--- config.mk ---
export PLATFORM = sky130hd
export DESIGN_NAME = stopwatch_ctrl
export DESIGN_NICKNAME = d
export VERILOG_FILES = /design/src/rtl/stopwatch_ctrl_pkg.sv /design/src/rtl/stopwatch_ctrl_tick_gen.sv /design/src/rtl/stopwatch_ctrl.sv
export SDC_FILE = /design/constraint.sdc
export NUM_CORES = 1
export LEC_CHECK = 0
export BUFFER_PORTS_ARGS = -buffer_cell sky130_fd_sc_hd__buf_2
export CORE_UTILIZATION = 35
export DETAILED_ROUTE_END_ITERATION = 8
export GPL_TIMING_DRIVEN = 0
export PLACE_DENSITY = 0.6
export SETUP_SLACK_MARGIN = 0.5
export SYNTH_ARGS = -nofsm -noshare
export SYNTH_HDL_FRONTEND = slang
export SYNTH_SLANG_ARGS = --single-unit
--- constraint.sdc ---
create_clock -name clk_out -period 2.4 [get_ports clk_out]
set_input_delay 0.24 -clock clk_out [delete_from_list [all_inputs] [get_ports clk_out]]
set_output_delay 0.24 -clock clk_out [all_outputs]
set_load 0.01 [all_outputs]
--- src/rtl/stopwatch_ctrl_pkg.sv ---
// Shared definitions for the stopwatch control block: FSM state encodings
// and default prescaler sizing.
package stopwatch_ctrl_pkg;

  typedef enum logic [1:0] {
    ST_IDLE  = 2'd0,
    ST_RUN   = 2'd1,
    ST_PAUSE = 2'd2,
    ST_LAP   = 2'd3
  } sw_state_t;

  localparam int TICK_DIV_DEF = 100;
  localparam int CNT_W_DEF    = 7;

  function automatic logic is_counting(input sw_state_t s);
    return (s == ST_RUN) || (s == ST_LAP);
  endfunction

endpackage

--- src/rtl/stopwatch_ctrl_tick_gen.sv ---
// Prescaler for the stopwatch: counts enabled cycles modulo TICK_DIV and flags
// the cycle whose edge wraps the count (tick is combinational from the count).
module stopwatch_ctrl_tick_gen #(
  parameter int TICK_DIV = 100,
  parameter int CNT_W    = 7
) (
  input  logic clk_out,
  input  logic rst,
  input  logic i_en,
  input  logic i_clr,
  output logic o_tick
);

  localparam logic [CNT_W-1:0] LAST = CNT_W'(TICK_DIV - 1);

  logic [CNT_W-1:0] r_cnt;
  logic             w_wrap;

  assign w_wrap = (r_cnt == LAST);
  assign o_tick = i_en && w_wrap;

  // Disabled cycles hold the count, so a paused run resumes mid-period.
  always_ff @(posedge clk_out or posedge rst) begin
    if (rst) begin
      r_cnt <= '0;
    end else if (i_clr) begin
      r_cnt <= '0;
    end else if (i_en) begin
      r_cnt <= w_wrap ? '0 : r_cnt + CNT_W'(1);
    end
  end

endmodule

--- src/rtl/stopwatch_ctrl.sv ---
// Stopwatch control FSM: turns button pulses into run/pause/lap/clear actions
// and issues registered increment pulses to the BCD digit chain.
module stopwatch_ctrl
  import stopwatch_ctrl_pkg::*;
#(
  parameter int TICK_DIV = TICK_DIV_DEF,
  parameter int CNT_W    = CNT_W_DEF
) (
  input  logic       clk_out,
  input  logic       rst,
  input  logic       start_stop,
  input  logic       lap_reset,
  input  logic       max_reached,
  output logic       inc,
  output logic       clr_cnt,
  output logic       freeze,
  output logic       running,
  output logic       done,
  output logic [1:0] state
);

  sw_state_t r_state;
  sw_state_t w_state_nxt;
  logic      r_inc,     w_inc_nxt;
  logic      r_clr,     w_clr_nxt;
  logic      r_freeze,  w_freeze_nxt;
  logic      r_running, w_running_nxt;
  logic      r_done,    w_done_nxt;
  logic      w_tick;
  logic      w_cnt_en;
  logic      w_cnt_clr;
  logic      w_sat;

  // Prescaler parks at zero in IDLE so every fresh run starts a full period.
  assign w_cnt_en  = is_counting(r_state);
  assign w_cnt_clr = (r_state == ST_IDLE);

  stopwatch_ctrl_tick_gen #(
    .TICK_DIV (TICK_DIV),
    .CNT_W    (CNT_W)
  ) u_tick_gen (
    .clk_out (clk_out),
    .rst     (rst),
    .i_en    (w_cnt_en),
    .i_clr   (w_cnt_clr),
    .o_tick  (w_tick)
  );

  assign w_sat = w_tick && max_reached;

  always_comb begin
    w_state_nxt  = r_state;
    w_inc_nxt    = 1'b0;
    w_clr_nxt    = 1'b0;
    w_freeze_nxt = r_freeze;
    w_done_nxt   = r_done;
    case (r_state)
      ST_IDLE: begin
        if (start_stop) begin
          w_state_nxt = ST_RUN;
          w_done_nxt  = 1'b0;
        end else if (lap_reset) begin
          w_clr_nxt = 1'b1;
        end
      end
      ST_RUN: begin
        if (w_sat) begin
          w_state_nxt  = ST_PAUSE;
          w_done_nxt   = 1'b1;
          w_freeze_nxt = 1'b0;
        end else begin
          w_inc_nxt = w_tick;
          if (start_stop) begin
            w_state_nxt = ST_PAUSE;
          end else if (lap_reset) begin
            w_state_nxt  = ST_LAP;
            w_freeze_nxt = 1'b1;
          end
        end
      end
      ST_LAP: begin
        if (w_sat) begin
          w_state_nxt  = ST_PAUSE;
          w_done_nxt   = 1'b1;
          w_freeze_nxt = 1'b0;
        end else begin
          w_inc_nxt = w_tick;
          if (start_stop) begin
            w_state_nxt  = ST_PAUSE;
            w_freeze_nxt = 1'b0;
          end else if (lap_reset) begin
            w_state_nxt  = ST_RUN;
            w_freeze_nxt = 1'b0;
          end
        end
      end
      ST_PAUSE: begin
        if (start_stop) begin
          w_state_nxt = ST_RUN;
        end else if (lap_reset) begin
          w_state_nxt = ST_IDLE;
          w_clr_nxt   = 1'b1;
          w_done_nxt  = 1'b0;
        end
      end
      default: begin
        w_state_nxt = ST_IDLE;
      end
    endcase
    w_running_nxt = is_counting(w_state_nxt);
  end

  always_ff @(posedge clk_out or posedge rst) begin
    if (rst) begin
      r_state   <= ST_IDLE;
      r_inc     <= 1'b0;
      r_clr     <= 1'b0;
      r_freeze  <= 1'b0;
      r_running <= 1'b0;
      r_done    <= 1'b0;
    end else begin
      r_state   <= w_state_nxt;
      r_inc     <= w_inc_nxt;
      r_clr     <= w_clr_nxt;
      r_freeze  <= w_freeze_nxt;
      r_running <= w_running_nxt;
      r_done    <= w_done_nxt;
    end
  end

  assign inc     = r_inc;
  assign clr_cnt = r_clr;
  assign freeze  = r_freeze;
  assign running = r_running;
  assign done    = r_done;
  assign state   = r_state;

endmodule

# [After elaboration in Yosys (flattened, before gate mapping)]
# Index checks and enable logic that the tools add are counted.
# W data, S select, Z words.
[op_classes] addsub=1 n_mul=0 div_mod_pow=0 magnitude_cmp=0 n_eq_ne=13 shifts=0 mux=29 bitwise=0 reduce_logical=11
[ops] op="$mux W7" n=3
[ops] op="$mux W2" n=9
[ops] op="$mux W1" n=14
[ops] op="$pmux W2 S4" n=1
[ops] op="$reduce_and A4 Y1" n=2
[ops] op="$add A7 B1 Y7 const B" n=1
[ops] op="$eq A7 B7 Y1 const B" n=1
[ops] op="$eq A2 B2 Y1 const B" n=3
[ops] op="$ne A2 B2 Y1 const B" n=3
[ops] op="$ne A3 B3 Y1 const B" n=2
[ops] op="$eq A2 B1 Y1 const B" n=2
[ops] op="$ne A4 B4 Y1 const B" n=1
[ops] op="$reduce_bool A2 Y1" n=2
[ops] op="$reduce_or A2 Y1" n=2
[ops] op="$pmux W1 S3" n=1
[ops] op="$logic_and A1 B1 Y1" n=2
[ops] op="$logic_not A2 Y1" n=1
[ops] op="$logic_or A1 B1 Y1" n=2
[ops] op="$ne A2 B1 Y1 const B" n=1
[ops] op="$pmux W1 S2" n=1
[totals] ff_bits=14 latch_bits=0 mem_bits_rw=0 rom_bits=0 input_bits=5 out_inout_bits=7 word_cells=61 memories=0

# [Logic depth before layout (Yosys ltp)]
# Gate-level depths: netlist of the first run.
[logic_depth] word_depth=8 depth_mapped=5 ltp_nobuf=4

# [Modules after synthesis]
# Synthesis of the first run repeated with hierarchy kept, for this count alone.
[hier_totals] cells_unflattened=73 area_unflattened_um2=735.7
[by_module_without_submodules] module="stopwatch_ctrl_tick_gen" instances=1 cells_each=42 area_each_um2=400.4 seq_area_each_um2=175.2
[by_module_without_submodules] module="stopwatch_ctrl" instances=1 cells_each=31 area_each_um2=335.3 seq_area_each_um2=175.2

# [Worst setup path after synthesis of the first run]
# OpenSTA, ideal clock, no wires.
[synth_timing] path_type="reg2reg" from="register u_tick_gen.r_cnt[0]" to="register r_done (netlist: done)" setup_ps=120 arrival_time_ps=1220 t_required_ps=2280 setup_slack_ps=1060 stages_incl_launch_ff=5 synth_period_minus_slack_ps=1340 path_cell_list="dfrtp_1 > ha_1 > nor2b_1 > and4_2 > o22a_2"
[synth_via] elab_chain_cells=5
[synth_rtl] item="start, declared" line="stopwatch_ctrl_tick_gen.sv:16" source="logic [CNT_W-1:0] r_cnt;"
[synth_rtl] item="start signal, assigned" line="stopwatch_ctrl_tick_gen.sv:29" source="r_cnt <= w_wrap ? '0 : r_cnt + CNT_W'(1);"
[synth_rtl] item="$eq A7 B7 Y1" line="stopwatch_ctrl_tick_gen.sv:19" source="assign w_wrap = (r_cnt == LAST);"
[synth_rtl] item="$logic_and A1 B1 Y1" line="stopwatch_ctrl_tick_gen.sv:20" source="assign o_tick = i_en && w_wrap;"
[synth_rtl] item="$logic_and A1 B1 Y1" line="stopwatch_ctrl.sv:49" source="assign w_sat = w_tick && max_reached;"
[synth_rtl] item="$ne A2 B1 Y1 (no source line)"
[synth_rtl] item="$reduce_and A4 Y1 (no source line)"
[synth_rtl] item="end signal, assigned" line="stopwatch_ctrl.sv:127" source="r_done <= w_done_nxt;"
[synth_rtl] item="end, declared" line="stopwatch_ctrl.sv:28" source="logic r_done, w_done_nxt;"
# No other way between the ends.
# A chain may end at the register's enable or synchronous reset.

# [Final worst setup path of the first run]
[layout_timing] from="register u_tick_gen.r_cnt[0]" to="register u_tick_gen.r_cnt[2]"
[layout_via] elab_chain_cells=4
[layout_rtl] item="$add A7 B1 Y7 or $eq A7 B7 Y1 (tied branches)" line="stopwatch_ctrl_tick_gen.sv:29, stopwatch_ctrl_tick_gen.sv:19"
[layout_rtl] item="$mux W7 (*)" line="stopwatch_ctrl_tick_gen.sv:29"
[layout_rtl] item="$mux W7 (*)" line="stopwatch_ctrl_tick_gen.sv:28" source="end else if (i_en) begin"
[layout_rtl] item="$mux W7 (*)" line="stopwatch_ctrl_tick_gen.sv:26" source="end else if (i_clr) begin"
# Mark *: on every way between the ends. The rest lies on a longest branch, timed or not. The select of a mux whose other input is x is not followed.

==> results.yml, run 1 <==
run_status:
  violations: "negative hold slack"
  status: "finished, violations left"
floorplan:
  rows: 15
  initial_core_util_pct: 39.3
  die_area_sq_um: 2230
  die_h_um: 47.2
  core_area_sq_um: 1820
  ios: 12
  die_x_um: 47.2
synthesis:
  avgSynthCellArea_sq_um: 10.8
  yosysTopAreaCell: "dfrtp_1"
  synth_compound_area_share_pct: 21.7
  ys.warnings.count: 0
  syn-cell-area_sq_um: 716
  synth-seq-area-share_pct: 49.0
  ys_ff_latch: 14
  synth.area.mux_share_pct: 2.80
  synthCells: 66
  synth.top_cells.by_area: "dfrtp_1, nand2_1, a21o_2"
  synth-simple-area-share_pct: 19.8
  synth.distinct_cells: 29
  synth_nets: 72
  synth_fa_ha_area_share_pct: 1.75
  synthXorXnorAreaFrac_pct: 0
  synth_top_family_by_area: "compound AO/OA/AOI/OAI gates"
  netlist.area_leader.share_pct: 49.0
setup_path:
  cp.arrival_ps: 1660
  critPathBufInv: 0
  reg2reg_from: "u_tick_gen.r_cnt[0]"
  regToRegSetupSlack_ps: 900
  crit_cells: 4
  worst_path_largest_cell_delay_ps: 390
  crit_type: "register to register"
  cp-end-kind: "register"
  crit_family: "simple AND/OR/NAND/NOR gates"
  start_kind: "register"
  path_max_fanout: 6
  worstPathCellList: "ha_1, nor2b_1, nand2_1, a32o_1"
  critPathSlowestCell: "dfrtp_1"
  crit_start: "u_tick_gen.r_cnt[0]"
  worstPathRequired_ps: 2560
  rr_endpoint: "u_tick_gen.r_cnt[2]"
  rr_worst_depth: 4
  crit_end: "u_tick_gen.r_cnt[2]"
placement:
  dpl_cell_area_sq_um: 802
  port_buffers: 11
  placedCellCount: 102
  gp_congestion: 0.702
  dp_hpwl_um: 961
  dp_worst_setup_slack_ps: 922
final_layout:
  diodes: 0
  syn_to_final_growth_pct: 17.1
  design_area_sq_um: 838
  fin_util_pct: 46.0
  drive_above_1_share_pct: 34.6
  final_cells: 106
  fill_cells: 188
  nets: 88
route:
  drt-initial-drc-count: 6
  dr.pass1.iters: 4
  wl_per_cell_um: 12.6
  vias_per_cell: 5.06
  wirelength_um: 1330
  detail-route-antenna-nets: 0
  drcViolationCount: 0
  via_count: 536
clocking:
  holdBufCountCts: 0
  cts_buffers: 3
  worstSkewPairLatency_ps: 270
  cts_root_buf: "clkbuf_4"
  cts_tree: "built"
  cts_setup_buffers: 0
  clock-sinks: 14
  clkTransAtPathRegs_ps: 90
  cts-resized-gates: 0
  htree_levels: 1
  clock_path_buffers: 2
pwr:
  seqPwrFrac_pct: 48.9
  power.total_mw: 0.600
  p_int_mw: 0.425
  peakVddDrop_mv: 0.532
  clkPwrFrac_pct: 27.6
  share_comb_of_total_power_pct: 23.5
  p_sw_mw: 0.175
  p_sw_share_pct: 29.2
  p_leak_nw: 0.381
  powerDensity_nw_per_um2: 716
sta:
  whs_ps: -11.2
  fin_ws_ps: 901
  relSlewSlack_pct: 64.4
  skew_ps: 4.69
  timing.final.crit_period_ps: 1500
  tns_ps: 0
  worst_slew_pin_slew_ps: 534
  hold_violations: 14
  fmax_ghz: 0.667
  drv_slew: 0
  finalCritPeriodShare_pct: 62.4
  setup_viol: 0
  grt_setup_unrepaired: "false"
global_routing:
  grt_use_total_pct: 13.4
  antenna_found_initial: 0
  grt_max_degree: 15
  grt_pass1_wl_um: 1990
  overflow: 0
  first_global_vias: 452
run:
  maxCapViolCount: 0
min_path:
  hold_class: "primary input to async pin"
cells by family after synthesis:
kind of cell,Yosys count
AOI/OAI and AO/OA,21
DFF,14
adders and majority gates,1
muxes,2
buffers and inverters,5
and+or+nand+nor,23
sequential cells by signal (all words and copies together) (netlist names):
| signal | flops |
|---|---|
| clr_cnt | 1 |
| freeze | 1 |
| u_tick_gen.r_cnt | 7 |
| state | 2 |
| inc | 1 |
| done | 1 |
| running | 1 |
synthesized netlist by cell type:
library cell,count
a311oi_1,2
nor3_1,1
nand3_1,2
dfrtp_1,14
or4_1,1
ha_1,1
and2_2,1
o211ai_2,1
and3b_2,1
nand4_1,1
inv_1,2
o21bai_1,2
o211ai_1,1
and4bb_2,1
a32o_1,2
nand2_1,7
o22ai_1,1
buf_6,2
nand2b_1,1
o22a_2,1
nor2_1,1
nor2b_1,4
inv_4,1
o21ai_0,5
mux2i_1,2
a21o_2,3
or4_4,1
a21oi_1,3
and4_2,1
worst min path at each step:
| stage | to | slack, ps |
|---|---|---|
| floorplan | clr_cnt | 130 |
| global placement | inc | 310 |
| detailed placement | inc | 320 |
| CTS | inc | 10 |
| global route | u_tick_gen.r_cnt[5] | 20 |
| finish | state[0] | -10 |
cell usage in the layout (no fill, tap or decap), types with 2 or more instances in the layout:
cell	n
buf_6	2
o21ai_0	5
a32o_1	2
nand2_1	7
mux2i_1	2
a311oi_1	2
inv_1	2
nand3_1	2
buf_2	11
clkbuf_4	3
a21o_2	3
dfrtp_1	14
o21bai_1	2
nor2b_1	4
a21oi_1	3
area by class of cell:
type | count | area [sq um] | share of cell area, %
clock buffer | 4 | 36.3 | 4.33
sequential | 14 | 350 | 41.8
timing repair buffer | 11 | 55.1 | 6.57
inverter | 3 | 13.8 | 1.64
tap | 25 | 31.3 | 3.73
buffer | 2 | 22.5 | 2.69
multi-input combinational | 47 | 329 | 39.3
worst register-to-register path, cell delays in order, from the launching register on:
cell and delay (ps):
dfrtp_1 390, ha_1 220, nor2b_1 350, nand2_1 160, a32o_1 290
power by group through the flow:
| stage | clock [mW] | combinational, mW | sequential (mW) |
|---|---|---|---|
| floorplan | 0 | 0.0952 | 0.301 |
| global placement | 0 | 0.141 | 0.297 |
| detailed placement | 0 | 0.143 | 0.298 |
| CTS | 0.175 | 0.143 | 0.293 |
| global route | 0.187 | 0.156 | 0.296 |
| finish | 0.166 | 0.141 | 0.294 |
metal layers:
| metal | routed length (um) | track usage, % |
|---|---|---|
| met4 | 14 | 6.86 |
| met3 | 30 | 4.62 |
| met1 | 728 | 17.6 |
| met2 | 559 | 19.2 |
| met5 | 0 | 0 |
(Power assumes the default switching activity.)
==> inputs of run 2 (changes only) <==
==> constraint.sdc (replaced) <==
create_clock -name clk_out -period 1.48 [get_ports clk_out]
set_input_delay 0.148 -clock clk_out [delete_from_list [all_inputs] [get_ports clk_out]]
set_output_delay 0.148 -clock clk_out [all_outputs]
set_load 0.01 [all_outputs]
==> run 2 against run 1 <==
- the flow now finishes without violations
- critical path type unchanged
- maximum frequency increased by 19%
- design area increased by 24%
- via count increased by 18%
- register-to-register slack got worse by 690 ps
- global-route usage increased by 4.5 points
- die area unchanged
- sequential power increased by 66%
==> results.yml, run 2 (synthesis gave the netlist of run 1 again) <==
global_routing:
  antenna_found_initial: 0
  grt_pass1_wl_um: 2680
  first_global_vias: 620
  grt_max_degree: 15
  overflow: 0
  grt_use_total_pct: 17.9
setup_path:
  cp.arrival_ps: 1440
  worstPathRequired_ps: 1650
  rr_endpoint: "running"
  path_max_fanout: 6
  start_kind: "register"
  regToRegSetupSlack_ps: 220
  cp-end-kind: "register"
  reg2reg_from: "u_tick_gen.r_cnt[1]"
  crit_end: "running"
  rr_worst_depth: 4
  crit_start: "u_tick_gen.r_cnt[1]"
  crit_type: "register to register"
clocking:
  htree_levels: 1
  cts_root_buf: "clkbuf_4"
  clock_path_buffers: 2
  cts_tree: "built"
  clock-sinks: 14
  worstSkewPairLatency_ps: 280
  clkTransAtPathRegs_ps: 80
  cts_buffers: 3
floorplan:
  die_x_um: 47.2
  die_h_um: 47.2
  initial_core_util_pct: 39.3
  rows: 15
  core_area_sq_um: 1820
  die_area_sq_um: 2230
  ios: 12
final_layout:
  drive_above_1_share_pct: 54.7
  top_register: "u_tick_gen.r_cnt"
  syn_to_final_growth_pct: 45.8
  largest_register_ffs: 7
  fill_cells: 162
  final_cell_mix: "dfrtp_1, buf_4, buf_2"
  multi_input_area_sq_um: 407
  final_common_cell: "dfrtp_1"
  diodes: 0
  area.sequential_sq_um: 350
  nets: 102
sta:
  relSlewSlack_pct: 65.3
  whs_ps: 95.8
  fin_ws_ps: 216
  timing.final.crit_period_ps: 1260
  grt_setup_unrepaired: "true"
  fmax_ghz: 0.791
  tns_ps: 0
  drv_slew: 0
  skew_ps: 2.31
  hold_violations: 0
  finalCritPeriodShare_pct: 85.4
  worst_slew_pin_slew_ps: 519
  setup_viol: 0
placement:
  port_buffers: 11
  dp_worst_setup_slack_ps: 148
  dp_hpwl_um: 1020
  gp_congestion: 0.743
route:
  dr.pass1.iters: 4
  wirelength_um: 1650
  detail-route-antenna-nets: 0
  via_count: 635
  drcViolationCount: 0
  drt-initial-drc-count: 18
  wl_per_cell_um: 13.8
  vias_per_cell: 5.29
run:
  maxCapViolCount: 0
pwr:
  peakVddDrop_mv: 0.820
  p_leak_nw: 0.468
  power.total_mw: 1.17
  powerDensity_nw_per_um2: 1120
min_path:
  hold_class: "primary input to register"
run_status:
  status: "completed"
run 2: worst min-delay path by stage:
stage | slack, ps | from | cells after the start | end
3_3_place_gp | 230 | rst | 2 | freeze
4_1_cts | 60 | max_reached | 2 | inc
2_1_floorplan | 40 | rst | 1 | clr_cnt
5_1_grt | 90 | max_reached | 2 | inc
3_5_place_dp | 210 | rst | 2 | clr_cnt
6_report | 100 | max_reached | 2 | inc
run 2: power breakdown:
group          internal [mW]  switching (mW)
registers              0.433          0.0536
logic                  0.231           0.183
clock network          0.150           0.120
total                  0.814           0.356
run 2: per-stage QoR:
stage | cells | cell area [sq um] | util [%]
CTS | 116 | 977 | 53.7
global route | 120 | 1040 | 57.3
global placement | 102 | 835 | 45.8
floorplan | 66 | 748 | -
finish | 120 | 1040 | 57.3
detailed placement | 102 | 835 | 45.8
run 2: timing repair:
| item | CTS | global route |
|---|---|---|
| pin swaps | 8 | 9 |
| setup endpoints to repair | 16 | 19 |
| resized for setup | 7 | 7 |
| hold endpoints to repair | 14 | 0 |
| hold buffers | 1 | 0 |
| setup buffers | 9 | 4 |
| cloned | 0 | 0 |
run 2: metal layers:
layer  global-route usage [%]  vias up  share of wire [%]
li1                         -      311                  -
met1                     21.4      309                 44
met2                     28.8       11                 52
met3                     5.77        4                2.8
met4                     8.57        0                1.4
met5                        0        -                  0
run 2: area by class of cell:
cell class | count | share of cell area [%]
plain buffers | 2 | 2.16
repair buffers | 25 | 17.5
multi-input cells | 47 | 39.0
inverters | 3 | 1.32
well taps | 25 | 3.00
flip-flops and latches | 14 | 33.6
clock buffers | 4 | 3.48
run 2: critical path, stage by stage, from the launching register on:
cell and delay, ps:
dfrtp_1 400, ha_4 160, nor2b_4 250, a311oi_2 140, a21o_2 210
